File: src/rtl/wb_port_arbiter.sv
// Register-file write-port arbiter: pipeline write-back has priority, buffered
// MDU results fill idle slots, and a starvation counter forces an MDU slot.
module wb_port_arbiter #(
  parameter int DATA_WIDTH     = 32,
  parameter int REG_ADDR_WIDTH = 5,
  parameter int FIFO_DEPTH     = 2,
  parameter int STARVE_LIMIT   = 4
) (
  input  logic                      clk,
  input  logic                      rst_n,
  input  logic                      i_RegWriteW,
  input  logic [REG_ADDR_WIDTH-1:0] i_WriteRegW,
  input  logic [DATA_WIDTH-1:0]     i_ResultW,
  input  logic                      i_MduValid,
  input  logic [REG_ADDR_WIDTH-1:0] i_MduDst,
  input  logic [DATA_WIDTH-1:0]     i_MduData,
  output logic                      o_MduReady,
  input  logic [REG_ADDR_WIDTH-1:0] i_RsD,
  input  logic [REG_ADDR_WIDTH-1:0] i_RtD,
  output logic                      o_PendHazardD,
  output logic                      o_StallW,
  output logic                      o_RegWrite,
  output logic [REG_ADDR_WIDTH-1:0] o_WriteReg,
  output logic [DATA_WIDTH-1:0]     o_WriteData
);

  localparam int PTR_W = $clog2(FIFO_DEPTH);
  localparam int CNT_W = PTR_W + 1;

  logic [REG_ADDR_WIDTH-1:0] dst_q  [FIFO_DEPTH];
  logic [DATA_WIDTH-1:0]     data_q [FIFO_DEPTH];
  logic [PTR_W-1:0]          wr_ptr;
  logic [PTR_W-1:0]          rd_ptr;
  logic [CNT_W-1:0]          count;
  logic [3:0]                starve_cnt;

  logic empty;
  logic full;
  logic force_grant;
  logic mdu_grant;
  logic accept;
  logic push;
  logic pop;

  assign empty       = (count == '0);
  assign full        = (count == CNT_W'(FIFO_DEPTH));
  assign force_grant = !empty && (starve_cnt == 4'(STARVE_LIMIT));
  assign mdu_grant   = !empty && (!i_RegWriteW || force_grant);
  assign accept      = i_MduValid && !full;
  // Results targeting r0 complete the handshake but are never stored.
  assign push        = accept && (i_MduDst != '0);
  assign pop         = mdu_grant;

  assign o_MduReady  = !full;
  assign o_StallW    = force_grant && i_RegWriteW;
  assign o_RegWrite  = mdu_grant ? 1'b1          : i_RegWriteW;
  assign o_WriteReg  = mdu_grant ? dst_q[rd_ptr]  : i_WriteRegW;
  assign o_WriteData = mdu_grant ? data_q[rd_ptr] : i_ResultW;

  always_ff @(posedge clk or negedge rst_n) begin
    if (!rst_n) begin
      wr_ptr <= '0;
      rd_ptr <= '0;
      count  <= '0;
    end else begin
      if (push) wr_ptr <= wr_ptr + PTR_W'(1);
      if (pop)  rd_ptr <= rd_ptr + PTR_W'(1);
      case ({push, pop})
        2'b10:   count <= count + CNT_W'(1);
        2'b01:   count <= count - CNT_W'(1);
        default: count <= count;
      endcase
    end
  end

  always_ff @(posedge clk) begin
    if (push) begin
      dst_q[wr_ptr]  <= i_MduDst;
      data_q[wr_ptr] <= i_MduData;
    end
  end

  always_ff @(posedge clk or negedge rst_n) begin
    if (!rst_n) begin
      starve_cnt <= '0;
    end else if (mdu_grant || empty) begin
      starve_cnt <= '0;
    end else if (i_RegWriteW && (starve_cnt != 4'(STARVE_LIMIT))) begin
      starve_cnt <= starve_cnt + 4'd1;
    end
  end

  // An entry is live when its distance from the read pointer is below the occupancy.
  always_comb begin
    logic [PTR_W-1:0] offs;
    offs          = '0;
    o_PendHazardD = 1'b0;
    for (int i = 0; i < FIFO_DEPTH; i++) begin
      offs = PTR_W'(i) - rd_ptr;
      if ({1'b0, offs} < count) begin
        if ((i_RsD != '0) && (dst_q[i] == i_RsD)) o_PendHazardD = 1'b1;
        if ((i_RtD != '0) && (dst_q[i] == i_RtD)) o_PendHazardD = 1'b1;
      end
    end
  end

endmodule

File: config.mk
export PLATFORM = sky130hd
export DESIGN_NAME = wb_port_arbiter
export DESIGN_NICKNAME = d
export VERILOG_FILES = /design/src/rtl/wb_port_arbiter.sv
export SDC_FILE = /design/constraint.sdc
export NUM_CORES = 1
export LEC_CHECK = 0
export ABC_AREA = 1
export CORE_ASPECT_RATIO = 0.9
export CORE_UTILIZATION = 45
export CTS_CLUSTER_DIAMETER = 200
export DETAILED_ROUTE_END_ITERATION = 7
export PLACE_DENSITY = 0.8
export SYNTH_ARGS = -nofsm -noshare
export SYNTH_HDL_FRONTEND = slang
export SYNTH_SLANG_ARGS = --single-unit
File: constraint.sdc
create_clock -name clk -period 4.5 [get_ports clk]
set_clock_uncertainty 0.2 [all_clocks]
set_input_delay 1.35 -clock clk [delete_from_list [all_inputs] [get_ports clk]]
set_output_delay 1.35 -clock clk [all_outputs]
set_load 0.02 [all_outputs]
==> flow_summary.json <==
{
  "critPathSlowestCell": "clkdlybuf4s50_1",
  "setup_viol": 0,
  "syn2layout_area_growth_pct": 44.40,
  "num_antenna_cells": 0,
  "hp-class": "register to register",
  "hold_slack_ps": 296.7,
  "dieWidth_um": 98.24,
  "grt_pass1_wl_um": 14240,
  "failed_checks": "DRC",
  "core-area_um2": 8068,
  "final_antenna_net_count": 0,
  "drc_errors": 8,
  "die_h_um": 88.62,
  "port_buffers": 128,
  "avgViaCountPerCell": 5.111,
  "grt_max_degree": 54,
  "critical-path-top-delay-family": "buffers and inverters",
  "power_density_nw_per_um2": 549.2,
  "clock.fmax_mhz": 224.8,
  "dp_slack_ps": -267.2,
  "cts.sinks": 82,
  "hold_viol_final": 0,
  "worst_pin_slew_ps": 729.3,
  "syn-cell-area_um2": 3751,
  "period_minus_slack_ps": 4448,
  "yosys.cell_types.count": 22,
  "grt_remaining_overflow": 0,
  "cts_inserted_buffers": 9,
  "gp_congestion": 0.7925,
  "status": "complete, but fails checks",
  "p_total_mw": 2.975,
  "crit_buf_inv": 4,
  "met2_usage_pct": 37.07,
  "crit_path_start_kind": "input port",
  "final_max_slew_viol_count": 0,
  "synth_seq_cells": 82,
  "cts_tree": "built",
  "routed_wl_um": 9332,
  "antenna_found_initial": 0,
  "num_rows": 31,
  "crit_chain": "clkdlybuf4s50_1, a21oi_4, buf_4, clkbuf_16, a31oi_1, dlygate4sd2_1",
  "end_kind": "output pin",
  "vias": 3041,
  "dr.pass1.iters": 6,
  "cpPeakStageDelay_ps": 540,
  "grt_pass1_vias": 2995,
  "worst_slack_ps": 51.76,
  "ctsHoldBuffers": 0,
  "io_pins": 129,
  "h-tree-depth": 3,
  "clk_latency_ps": 350,
  "syn_avg_cell_area_um2": 10.45,
  "critPathArrivalTime_ps": 2900,
  "rsz0062_at_grt": "false",
  "critical_path_class": "input port to output pin",
  "power_leakage_nw": 2.143,
  "design_area_um2": 5416,
  "dieArea_um2": 8706,
  "drt_iter0_drc": 164,
  "grt_use_met3_pct": 6.477,
  "postSynthCellCount": 359,
  "clock_path_buffers": 2,
  "fin_crit_sh_pct": 98.85,
  "ir_drop_v": 0.0002939,
  "wire_per_inst_um": 15.68,
  "cp_max_fo": 26,
  "ys_seq_area_share_pct": 64.58,
  "path_clk_slew_ps": 90,
  "yosys_warnings": 0,
  "initial_core_util_pct": 46.50,
  "hpwl_um": 6320,
  "busiest_layer": "met2",
  "cts_root_buffer": "clkbuf_8",
  "synth_fp_nets": 450,
  "nets": 582,
  "drive_gt1_share_pct": 5.645,
  "maxCapViolCount": 0,
  "use_met1_pct": 25.95,
  "grt_usage_pct": 21.57,
  "placed_area_um2": 5192,
  "relSlewSlack_pct": 51.33,
  "required_ps": 2950
}
-- metal layers --
| layer | vias to the layer above | routed length [µm] | share of wire, % |
|---|---|---|---|
| li1 | 1483 | - | - |
| met1 | 1425 | 3829 | 41 |
| met2 | 119 | 4530 | 49 |
| met3 | 14 | 827 | 8.9 |
| met4 | 0 | 144 | 1.5 |
| met5 | - | 0 | 0 |
-- Yosys cell counts --
| cell type | instances | area (µm²) |
|---|---|---|
| xnor2_1 | 10 | 87.58 |
| ha_1 | 3 | 37.54 |
| nand3_1 | 5 | 25.02 |
| nor3_1 | 2 | 10.01 |
| buf_4 | 1 | 7.510 |
| a21oi_1 | 1 | 5.000 |
| nand3b_1 | 1 | 7.510 |
| clkbuf_1 | 4 | 15.01 |
| nor2_2 | 1 | 6.260 |
| xor2_1 | 10 | 87.58 |
| o21ai_0 | 3 | 15.01 |
| nand3b_4 | 1 | 20.02 |
| a21oi_4 | 1 | 16.27 |
| dfrtp_1 | 8 | 200.2 |
| nand2_1 | 109 | 409.1 |
| nor2_1 | 57 | 214.0 |
| a31oi_1 | 37 | 231.5 |
| edfxtp_1 | 74 | 2222 |
| inv_1 | 20 | 75.07 |
| buf_6 | 1 | 11.26 |
| buf_1 | 2 | 7.510 |
| buf_2 | 8 | 40.04 |
-- where the power goes --
| part | total (mW) | internal, mW | switching [mW] | leakage (nW) |
|---|---|---|---|---|
| Combinational | 1.25 | 0.474 | 0.772 | 1.24 |
| Sequential | 1.11 | 1.04 | 0.0753 | 0.787 |
| Clock | 0.618 | 0.365 | 0.253 | 0.112 |
| Total | 2.97 | 1.87 | 1.10 | 2.14 |
-- final timing paths --
check                               from              end  slack, ps  cells past startpoint
min in group asynchronous          rst_n    starve_cnt[0]       1070                      1
max in group asynchronous          rst_n         count[0]       2750                      1
hold reg to reg            starve_cnt[0]    starve_cnt[0]        300                      1
setup / recovery             i_RegWriteW  o_WriteData[13]         50                      6
hold / removal             starve_cnt[0]    starve_cnt[0]        300                      1
setup reg to reg           starve_cnt[0]         count[1]       2310                      9
-- timing repair --
item	in CTS	in global routing
buffers inserted	0	1
cloned	0	1
endpoints found under the hold margin	0	0
resized for setup	38	13
endpoints found under the setup margin	38	32
pin swaps	0	1
-- cell type report --
| type | count | area (µm²) |
|---|---|---|
| Tap cell | 99 | 123.9 |
| Clock buffer | 10 | 127.6 |
| Sequential cell | 82 | 2422 |
| Clock inverter | 6 | 105.1 |
| Inverter | 20 | 75.07 |
| Fill cell | 654 | 2651 |
| Multi-Input combinational cell | 241 | 1187 |
| Timing Repair Buffer | 137 | 1375 |
-- stage by stage --
| step | util [%] | std cells | setup TNS (ps) |
|---|---|---|---|
| floorplan | - | 359 | 0 |
| global placement | 64.36 | 577 | -6509 |
| detailed placement | 64.36 | 577 | -7076 |
| CTS | 66.66 | 593 | 0 |
| global route | 67.14 | 595 | 0 |
| finish | 67.14 | 595 | 0 |
-- flip-flops by register name, indices dropped and copies added (netlist names) --
register / count
data_q: 64
dst_q: 10
wr_ptr: 1
starve_cnt: 4
rd_ptr: 1
count: 2
-- cells by family (layout without fill, tap and decap cells) --
group	Yosys count	count (layout)	share of synthesized area, %
simple gates	176	176	18.45
flops	82	82	64.58
compound gates	42	42	7.138
buf+inv	36	173	4.169
xor+xnor	20	20	4.670
fa+ha+maj	3	3	1.001
-- cells in the final DEF, fill, tap and decap left out, drive strengths merged --
| cell type | n |
|---|---|
| a21oi | 2 |
| a31oi | 37 |
| buf | 8 |
| bufinv | 3 |
| clkbuf | 12 |
| clkdlybuf4s15 | 5 |
| clkdlybuf4s50 | 90 |
| clkinv | 2 |
| clkinvlp | 1 |
| dfrtp | 8 |
| dlygate4sd1 | 2 |
| dlygate4sd2 | 30 |
| edfxtp | 74 |
| ha | 3 |
| inv | 20 |
| nand2 | 109 |
| nand3 | 5 |
| nand3b | 2 |
| nor2 | 58 |
| nor3 | 2 |
| o21ai | 3 |
| xnor2 | 10 |
| xor2 | 10 |
Note: power is estimated with default switching activity, not from simulation.
==> variant, RTL diff (same flow settings) <==
Set the parameter `REG_ADDR_WIDTH` to 4 (it was 5).
--- a/src/rtl/wb_port_arbiter.sv
+++ b/src/rtl/wb_port_arbiter.sv
@@ -3,5 +3,5 @@
 module wb_port_arbiter #(
   parameter int DATA_WIDTH     = 32,
-  parameter int REG_ADDR_WIDTH = 5,
+  parameter int REG_ADDR_WIDTH = 4,
   parameter int FIFO_DEPTH     = 2,
   parameter int STARVE_LIMIT   = 4
Interface: changed (5 resized); port bits go from 129 to 124. No check against the original RTL was run, so the function may have changed too.
==> variant against the unedited design <==
Cell area decreased by 4.9%. Sequential cell count decreased by 2. Synthesized cell count down 1.1%. Setup slack improved by 18 ps. First-iteration DRC count down 20%. Routed wire length decreased by 8.1%. Area after synthesis shrank 3.5%. Worst hold slack improved by 9.7 ps. Clock power down 11%. Power is 6.5% lower. Combinational power is 7% lower. Via count shrank 2.0%.
==> variant: results (changes against the unedited design) <==
| Metric | Value |
|---|---|
| GPL Wtd Cong | 0.851 (was 0.793) |
| Worst-path clk slew | 70 ps (was 90 ps) |
| # fillers | 605 (was 654) |
| Largest cells by area after synthesis | edfxtp_1 (60%), nand2_1 (12%), a31oi_1 (6.2%), nor2_1 (5.9%), dfrtp_1 (5.5%) (was edfxtp_1 (59%), nand2_1 (11%), a31oi_1 (6.2%), nor2_1 (5.7%), dfrtp_1 (5.3%)) |
| FF-to-FF path depth | 5 (was 9) |
| Placed cell area | 0.00500 mm² (was 0.00519 mm²) |
| Slowest stage delay, CP | 460 ps (was 540 ps) |
| Max FO, Critical Path | 37 (was 26) |
| Clock power frac | 19.8% (was 20.8%) |
| Critical Path End | o_WriteData[20] (was o_WriteData[13]) |
| Reg-to-reg setup timing slack | 2200 ps (was 2310 ps) |
| Comb_multi_in | 237 (was 241) |
| Port buffer count | 123 (was 128) |
| GR Util met1 | 28.0% (was 26.0%) |
| Layout cell share with drive strength beyond 1 | 6.37% (was 5.65%) |
| Average cell area after synthesis | 10.2 µm² (was 10.4 µm²) |
| Largest net degree at the start of global routing | 39 (was 54) |
| Vias per cell | 5.11 (about the same) |
| Initial DRT Pass Iterations | 5 (was 6) |
| Switching Fraction | 37.8% (was 37.0%) |
| GR Layer Usage met2 | 37.8% (was 37.1%) |
| Post-synth EDFFs | 72 (was 74) |
| Clk cell area share | 4.05% (was 4.30%) |
| Post-detail-place hpwl | 6050 µm (was 6320 µm) |
| Sequential share of cell area | 45.8% (was 44.7%) |
| Signal buffers share of area | 24.7% (was 25.4%) |
| Regs by FF count | data_q (64), dst_q (8), starve_cnt (4) (was data_q (64), dst_q (10), starve_cnt (4)) |
| Total power | 2.78 mW (was 2.97 mW) |
| Final Cell Area | 0.00515 mm² (was 0.00542 mm²) |
| Unique cell type count in the Yosys netlist | 20 (was 22) |
| Cells after synthesis | 355 (was 359) |
| Non-clk bufs | 132 (was 137) |
| Top cells by count, synth | nand2_1 (116), edfxtp_1 (72), nor2_1 (57), a31oi_1 (36), inv_1 (22) (was nand2_1 (109), edfxtp_1 (74), nor2_1 (57), a31oi_1 (37), inv_1 (20)) |
| Post-synthesis sequential area ratio | 65.3% (was 64.6%) |
| Outcome | finished clean (was complete, but fails checks) |
variant: worst min path at each step:
stage	startpoint	end	slack, ps	cells after the start
2_1_floorplan	starve_cnt[0]	starve_cnt[0]	250	1
3_3_place_gp	starve_cnt[0]	starve_cnt[0]	270	1
3_5_place_dp	starve_cnt[0]	starve_cnt[0]	290	1
4_1_cts	starve_cnt[0]	starve_cnt[0]	300	1
5_1_grt	starve_cnt[0]	starve_cnt[0]	330	1
6_report	starve_cnt[0]	starve_cnt[0]	310	1
variant: cell families after synthesis:
kind of cell / after synthesis / share of synthesized area (%)
DFF: 80 / 65.3
and+or+nand+nor: 179 / 18.8
xor gates and xnor gates: 10 / 2.42
buffers and inverters: 38 / 4.84
AOI/OAI and AO/OA: 45 / 7.57
adders and majority gates: 3 / 1.04
variant: timing repair:
action                                  CTS  global route
endpoints found under the setup margin   37            12
pin swaps                                 0             0
gates resized for setup                  37            20
buffers inserted                          0             0
